`config.mk`:
```
export PLATFORM = sky130hd
export DESIGN_NAME = pc_next_unit
export DESIGN_NICKNAME = d
export VERILOG_FILES = /design/src/rtl/core_pkg.sv /design/src/rtl/pc_target_calc.sv /design/src/rtl/pc_next_unit.sv
export SDC_FILE = /design/constraint.sdc
export NUM_CORES = 1
export LEC_CHECK = 0
export CORE_MARGIN = 1.5
export CORE_UTILIZATION = 49
export CTS_CLUSTER_SIZE = 14
export DETAILED_ROUTE_END_ITERATION = 12
export MAX_ROUTING_LAYER = met4
export PLACE_DENSITY_LB_ADDON = 0.12
export SYNTH_ARGS = -nofsm -noshare
export SYNTH_HDL_FRONTEND = slang
export SYNTH_SLANG_ARGS = --single-unit
```
`constraint.sdc`:
```
create_clock -name clk -period 4.1 [get_ports clk]
set_input_delay 0.82 -clock clk [delete_from_list [all_inputs] [get_ports clk]]
set_output_delay 0.82 -clock clk [all_outputs]
set_load 0.01 [all_outputs]
```
`src/rtl/core_pkg.sv`:
```
// Shared types and constants for the core's program-counter stage.
package core_pkg;

    typedef enum logic [1:0] {
        RUN  = 2'd0,
        TRAP = 2'd1,
        HALT = 2'd2
    } pc_state_t;

    localparam int          PC_STEP          = 4;
    localparam logic [31:0] DEFAULT_RESET_PC = 32'h0000_0000;
    localparam logic [31:0] DEFAULT_TRAP_PC  = 32'h0000_0100;

endpackage

```
`src/rtl/pc_target_calc.sv`:
```
// Combinational next-PC selection: branch/jal/jalr targets, priority mux and
// misaligned-target fault detection.
module pc_target_calc
    import core_pkg::*;
#(
    parameter int Width = 32
) (
    input  logic [Width-1:0] pc,
    input  logic [Width-1:0] offset_i,
    input  logic [Width-1:0] rs1_i,
    input  logic [Width-1:0] jalr_imm_i,
    input  logic             branch_taken_i,
    input  logic             jal_i,
    input  logic             jalr_i,
    output logic [Width-1:0] next_pc,
    output logic             fault
);

    logic [Width-1:0] br_tgt;
    logic [Width-1:0] jr_tgt;

    always_comb begin
        br_tgt  = pc + offset_i;
        jr_tgt  = (rs1_i + jalr_imm_i) & ~Width'(1);
        next_pc = pc + Width'(PC_STEP);
        fault   = 1'b0;
        // Only redirected targets can be misaligned; sequential PC stays 4-aligned.
        if (jalr_i) begin
            next_pc = jr_tgt;
            fault   = jr_tgt[1];
        end else if (jal_i || branch_taken_i) begin
            next_pc = br_tgt;
            fault   = br_tgt[1];
        end
    end

endmodule

```
`src/rtl/pc_next_unit.sv`:
```
// PC register, trap/halt FSM and retired-instruction counter. stall_i acts as
// a not-ready: when high, no instruction executes and no state moves.
module pc_next_unit
    import core_pkg::*;
#(
    parameter int               Width    = 32,
    parameter logic [Width-1:0] RESET_PC = Width'(DEFAULT_RESET_PC),
    parameter logic [Width-1:0] TRAP_PC  = Width'(DEFAULT_TRAP_PC)
) (
    input  logic             clk,
    input  logic             rst,
    input  logic             stall_i,
    input  logic             branch_taken_i,
    input  logic             jal_i,
    input  logic             jalr_i,
    input  logic [Width-1:0] offset_i,
    input  logic [Width-1:0] rs1_i,
    input  logic [Width-1:0] jalr_imm_i,
    input  logic             trap_clr_i,
    output logic [Width-1:0] pc_o,
    output logic [Width-1:0] pc_plus4_o,
    output logic [Width-1:0] epc_o,
    output logic             trap_o,
    output logic             halted_o,
    output logic [Width-1:0] retire_cnt_o,
    output pc_state_t        state_o
);

    pc_state_t        state_q, state_n;
    logic [Width-1:0] pc_q, pc_n;
    logic [Width-1:0] epc_q, epc_n;
    logic [Width-1:0] cnt_q, cnt_n;
    logic             trap_q, trap_n;
    logic             halted_q, halted_n;
    logic [Width-1:0] next_pc;
    logic             fault;

    pc_target_calc #(.Width(Width)) u_calc (
        .pc             (pc_q),
        .offset_i       (offset_i),
        .rs1_i          (rs1_i),
        .jalr_imm_i     (jalr_imm_i),
        .branch_taken_i (branch_taken_i),
        .jal_i          (jal_i),
        .jalr_i         (jalr_i),
        .next_pc        (next_pc),
        .fault          (fault)
    );

    always_ff @(posedge clk) begin
        if (rst) begin
            state_q  <= RUN;
            pc_q     <= RESET_PC;
            epc_q    <= '0;
            cnt_q    <= '0;
            trap_q   <= 1'b0;
            halted_q <= 1'b0;
        end else begin
            state_q  <= state_n;
            pc_q     <= pc_n;
            epc_q    <= epc_n;
            cnt_q    <= cnt_n;
            trap_q   <= trap_n;
            halted_q <= halted_n;
        end
    end

    always_comb begin
        state_n  = state_q;
        pc_n     = pc_q;
        epc_n    = epc_q;
        cnt_n    = cnt_q;
        trap_n   = trap_q;
        halted_n = halted_q;
        if (!stall_i) begin
            case (state_q)
                RUN: begin
                    if (fault) begin
                        pc_n    = TRAP_PC;
                        epc_n   = pc_q;
                        trap_n  = 1'b1;
                        state_n = TRAP;
                    end else begin
                        pc_n  = next_pc;
                        cnt_n = cnt_q + Width'(1);
                    end
                end
                TRAP: begin
                    // A second fault beats a same-cycle acknowledge.
                    if (fault) begin
                        halted_n = 1'b1;
                        state_n  = HALT;
                    end else begin
                        pc_n  = next_pc;
                        cnt_n = cnt_q + Width'(1);
                        if (trap_clr_i) begin
                            trap_n  = 1'b0;
                            state_n = RUN;
                        end
                    end
                end
                default: ;
            endcase
        end
    end

    assign pc_o         = pc_q;
    assign pc_plus4_o   = pc_q + Width'(PC_STEP);
    assign epc_o        = epc_q;
    assign trap_o       = trap_q;
    assign halted_o     = halted_q;
    assign retire_cnt_o = cnt_q;
    assign state_o      = state_q;

endmodule

```
== Word level (Yosys, flattened, before mapping) ==
Cells that the tools add are included.

* Bits in registers: 100
* Input bits: 103
* Output and inout bits: 132
* Word-level logic and storage cells: 42

* $add $sub $neg: 4
* Equality and inequality tests: 5
* Mux-type cells: 15
* Bitwise gates (word level): 2
* Reduce and logical (&&, ||, !) cells: 10

{| class="wikitable"
|+ Operator list
! operator !! number
|-
| 32-bit 2-to-1 mux || 4
|-
| 32-bit adder || 2
|-
| 32-bit case mux with 2 select lines || 1
|-
| 32-bit by 1-bit adder with 32-bit output, second input constant || 1
|-
| 32-bit by 3-bit adder with 32-bit output, second input constant || 1
|-
| 3-bit AND reduction || 4
|-
| 2-bit 2-to-1 mux || 3
|-
| 2-bit != test, second input constant || 3
|-
| 1-bit 2-to-1 mux || 5
|-
| 5-bit AND reduction || 1
|-
| 2-bit case mux with 2 select lines || 1
|-
| 4-bit AND reduction || 1
|-
| 3-bit != test, second input constant || 1
|-
| 2-bit by 1-bit equality test with 1-bit output, second input constant || 1
|-
| 2-bit zero test || 1
|-
| 1-bit inverter || 2
|-
| 1-bit case mux with 2 select lines || 1
|-
| 2-bit nonzero test || 1
|-
| 2-bit OR reduction || 1
|-
| 1-bit logical OR || 1
|}

== Longest topological paths before layout ==
* Word-level depth: 5
* Mapped depth: 13
* Gate-level depth less buffers: 11

== By module ==
From an unflattened synthesis, not the netlist that was laid out.

* Cells, all modules: 1,151
* Area, all modules: 8,710.9 µm²

{| class="wikitable"
|+ By module, submodules not included
! module !! instances !! cells each !! area each (µm²) !! sequential area each (µm²)
|-
| pc_next_unit || 1 || 536 || 4,441.8 || 2,001.9
|-
| pc_target_calc || 1 || 615 || 4,269.1 || 0.0
|}

== Worst setup path after synthesis ==
OpenSTA, ideal clock, no wires.

* Path kind: in2reg
* Start point: input port offset_i[10]
* End point: register pc_q[31] (netlist: pc_o[31])
* Library setup time: 0.100 ns
* Data arrival time: 3.107 ns
* Data required time: 4.000 ns
* Setup slack: 0.893 ns
* Stages on the path: 10
* Path through: ha_1 > a21o_1 > a21o_1 > a21o_1 > a211o_4 > a211oi_4 > o41ai_2 > xnor2_1 > mux2_4 > a2111oi_4

* Longest elaborated chain between the ends: 5

{| class="wikitable"
|+ Ends and longest elaborated chain
! what !! line !! RTL
|-
| start, declared || pc_next_unit.sv:16 || <nowiki>input logic [Width-1:0] offset_i,</nowiki>
|-
| 32-bit adder * || pc_target_calc.sv:23 || <nowiki>br_tgt = pc + offset_i;</nowiki>
|-
| 32-bit 2-to-1 mux * || pc_target_calc.sv:31 || <nowiki>end else if (jal_i || branch_taken_i) begin</nowiki>
|-
| 32-bit 2-to-1 mux * || pc_target_calc.sv:28 || <nowiki>if (jalr_i) begin</nowiki>
|-
| 32-bit 2-to-1 mux, on equally long branches || pc_next_unit.sv:90, pc_next_unit.sv:78 ||
|-
| 32-bit case mux with 2 select lines * || pc_next_unit.sv:76 || <nowiki>case (state_q)</nowiki>
|-
| end signal, assigned || pc_next_unit.sv:60 || <nowiki>pc_q <= pc_n;</nowiki>
|-
| end, declared || pc_next_unit.sv:30 || <nowiki>logic [Width-1:0] pc_q, pc_n;</nowiki>
|}

Every way passes the cells marked *; elsewhere a longest branch is shown, timed or not. The select of a mux whose other input is x is not followed.
A chain may end at the register's enable or synchronous reset.

== Worst setup path after layout ==
* Start point: register pc_q[2] (netlist: pc_o[2])
* End point: output port pc_plus4_o[28]

* Longest elaborated chain between the ends: 1

{| class="wikitable"
|+ Ends and longest elaborated chain
! what !! line !! RTL
|-
| 32-bit by 3-bit adder with 32-bit output || pc_next_unit.sv:108 || <nowiki>assign pc_plus4_o = pc_q + Width'(PC_STEP);</nowiki>
|-
| end, declared || pc_next_unit.sv:21 || <nowiki>output logic [Width-1:0] pc_plus4_o,</nowiki>
|}

Every way passes these cells.

==> summary.md <==
| Metric | Value |
|---|---|
| RSZ-0062 raised after global routing | no |
| Area of the multi-input gates | 0.00572 sq mm |
| Tcrit/Tclk final | 0.956 |
| Nets | around 1.5k |
| Synth Area in XOR/XNOR | 0.110 |
| DIE WIDTH | between 100 and 150 microns |
| Total GRT Usage | 0.316 |
| Setup crit end kind | primary output |
| Hold buffers post-CTS | 0 |
| TritonCTS clock tree | yes |
| Routed vias | ~8.8k |
| Synth-to-layout area growth | 37.1% |
| Clock Latency Late Sink | around 0.37 ns |
| Main flop type after synthesis | dfxtp_1 |
| Die height | between 100 and 150 microns |
| FF-to-FF path depth | 11 |
| Drt wl/cell | 18.0 microns |
| Sequential-to-total area share from yosys stat | 0.249 |
| Final clock skew | 0.00796 ns |
| CP max stage delay | 0.64 ns |
| First-pass detailed-route iteration total | 5 |
| TritonCTS Buffers | 9 |
| Post_cts resized | 0 |
| Max IR drop VDD | ~0.21 mV |
| Fmax | between 0.2 and 0.3 GHz |
| Die footprint | 0.0172 sq mm |
| Final Setup Violations | 0 |
| Reg area | roughly 0.0020 sq mm |
| WHS Path Cells | 2 |
| Worst Hold Class | flip-flop to flip-flop |
| Initial antenna violation count | 0 |
| Worst Tran Pin Value | 0.758 ns |
| Total grt overflow | 0 |
| EDFF count, synth | 0 |
| Final ANT Viol Nets | 0 |
| LEAKAGE | between 4 and 5 nW |
| Synth cell types | 79 |
| PortBufs | between 200 and 250 |
| Postcts setup bufs | 0 |
| FF-to-FF Start | pc_o[0] |
| Vias per inst | approximately 5.8 |
| Tmin final | ~3.9 ns |
| Avg Cell Area, Syn | 7.60 sq um |
| Vias in the first global route | ~8k |
| Top post-synthesis cells by area | dfxtp_1, ha_1, a21oi_1 |
| Detailed-route DRC error count | 0 |
| Root Driver | clkbuf_16 |
| Compound-Gate Fraction of Synth Area | 0.261 |
| Largest net degree at the start of global routing | 52 |
| Cell taking the most area after synthesis | dfxtp_1 |
| Status | complete, no violations |
| Mapped Nets | about 1.2k |
| Share of layout cells above drive strength 1 | 0.0681 |
| Htree depth | 3 |
| Power Dens Cells | 289 mW/mm^2 |
| CTS Buffer Depth | 2 |
| DP HPWL | roughly 21 mm |
| Synth Area in Adders | 0.103 |
| First-pass GRT wire length | between 40 and 50 mm |
| Multiplexer share of the synthesized area | 0.00948 |
| Max cap viols | 0 |
| R2r endpoint | retire_cnt_o[29] |
| IO Pins | roughly 240 |
| Most frequent cells in the layout | clkdlybuf4s50_1, nand2_1, a21oi_1, dfxtp_1, nor2_1 |
| Crit Path Category | flip-flop to primary output |
| Most common cell after layout, fill and taps aside | clkdlybuf4s50_1 |
| Iteration-0 DRC Markers | ~750 |
| Core area | 0.0159 sq mm |
| Row count | 46 |
| Worst path required time | 3.28 ns |
| Data arrival, critical path | 3.10 ns |
| Largest family of logic cells by synthesized area | compound AO/OA/AOI/OAI gates |
| Final hold viol count | 0 |
| Post-synthesis simple-gate area fraction | 0.226 |
| Slowest stage cell, crit path | clkdlybuf4s50_1 |
| Yosys warns | 0 |
| Final weighted congestion in routability-driven placement | roughly 1 |
| Slew Viols, Final | 0 |
| Max_slew headroom | 0.491 |
| Worst path cell trace | ha_1 > nand3_1 > or4_4 > nor2_2 > nand2_1 > xnor2_1 > clkdlybuf4s50_1 |
| Final wirelength | roughly 27 mm |
| Number of synthesized register bits | 100 |
| Post-synth ARST share | 0 |
| Fillcell total | 1,393 |
| Crit-path max FO | 9 |
| N_diodes | 0 |
| Worst-path clk slew | 0.07 ns |
| Yosys top cell area share | 0.249 |
| Post-Syn Area | 0.00805 sq mm |
| Min-delay src | epc_o[8] |
| R2R setup slack | around 1.0 ns |
| Starting Density | 0.505 |
| Setup_tns | 0 ns |
| Total power | ~3.2 mW |
| Hold EP | epc_o[8] |
| CTS Sinks | 100 |
| Setup crit start kind | flip-flop |
| Mapped Cells | roughly 1.1k |
## cell usage after synthesis, types with 4 or more instances
cell type	n
a21o_1	34
and3_1	14
a21oi_1	119
nand3_1	42
o21ai_1	11
a211oi_1	21
and4_1	4
a22o_1	4
xor2_1	51
or3_1	8
nor3_1	27
xnor2_1	50
o21ai_0	45
nand2b_1	4
o21bai_1	11
mux2i_1	5
and2_1	4
nor2_1	78
buf_2	7
o211ai_1	8
nand4_1	20
nor3b_1	5
dfxtp_1	100
o21a_1	10
ha_1	63
a32oi_1	4
a22oi_1	7
clkbuf_1	41
a31oi_1	11
inv_1	31
nand2_1	147
## routing by layer
layer | track usage | share of wire
met1 | 0.414 | 0.45
met2 | 0.486 | 0.45
met3 | 0.0629 | 0.080
met4 | 0.109 | 0.028
met5 | - | 0
## kinds of logic (layout without fill, tap and decap cells)
| group | after synthesis | after routing |
|---|---|---|
| fa+ha+maj | 65 | 65 |
| compound gates | 323 | 323 |
| buf+inv | 84 | 317 |
| mux | 7 | 7 |
| flops | 100 | 100 |
| simple gates | 379 | 379 |
| xor+xnor | 101 | 101 |
## worst max-delay path, delay by kind of cell, from the launching register on
family,cells,cell delay [ns]
flip-flops,1,0.52
XOR/XNOR,1,0.24
buffers and inverters,1,0.64
adder cells (fa/ha/maj),1,0.24
AND/OR/NAND/NOR,4,1.10
## final cells by class
type / instances / share of cell area
well taps: 216 / 0.0245
repair buffers: 271 / 0.238
clock inverters: 6 / 0.00714
multi-input cells: 875 / 0.518
clock buffers: 9 / 0.0204
inverters: 31 / 0.0105
flip-flops and latches: 100 / 0.181
## where the power goes
part | switching (mW) | internal [mW]
Combinational | 0.660 | 0.547
Sequential | 0.0578 | 1.01
Clock | 0.429 | 0.484
Total | 1.15 | 2.04
## worst max-delay path by stage
stage | end | cells after the start | start | slack (ns)
after floorplan | pc_o[31] | 10 | offset_i[10] | 0.89
after global placement | pc_o[20] | 11 | offset_i[0] | 0.25
after detailed placement | pc_o[20] | 11 | offset_i[0] | 0.17
after CTS | pc_plus4_o[16] | 6 | pc_o[2] | 0.23
after global routing | pc_plus4_o[27] | 6 | pc_o[2] | 0.05
final | pc_plus4_o[28] | 7 | pc_o[2] | 0.18
## registers in the layout, summed over array words and instances, names as in the netlist
name          count
pc_o             32
retire_cnt_o     32
epc_o            32
state_o           2
trap_o            1
halted_o          1
## per-stage QoR
stage / util / setup WS (ns) / cell area, sq um / hold WS (ns) / instances
floorplan: - / 0.893 / 8050 / 0.481 / 1059
global placement: 0.673 / 0.250 / 10700 / 0.442 / 1493
detailed placement: 0.673 / 0.173 / 10700 / 0.446 / 1493
CTS: 0.692 / 0.225 / 11000 / 0.456 / 1508
global route: 0.692 / 0.0475 / 11000 / 0.470 / 1508
finish: 0.692 / 0.179 / 11000 / 0.453 / 1508
Power figures use the tool's default switching activity.
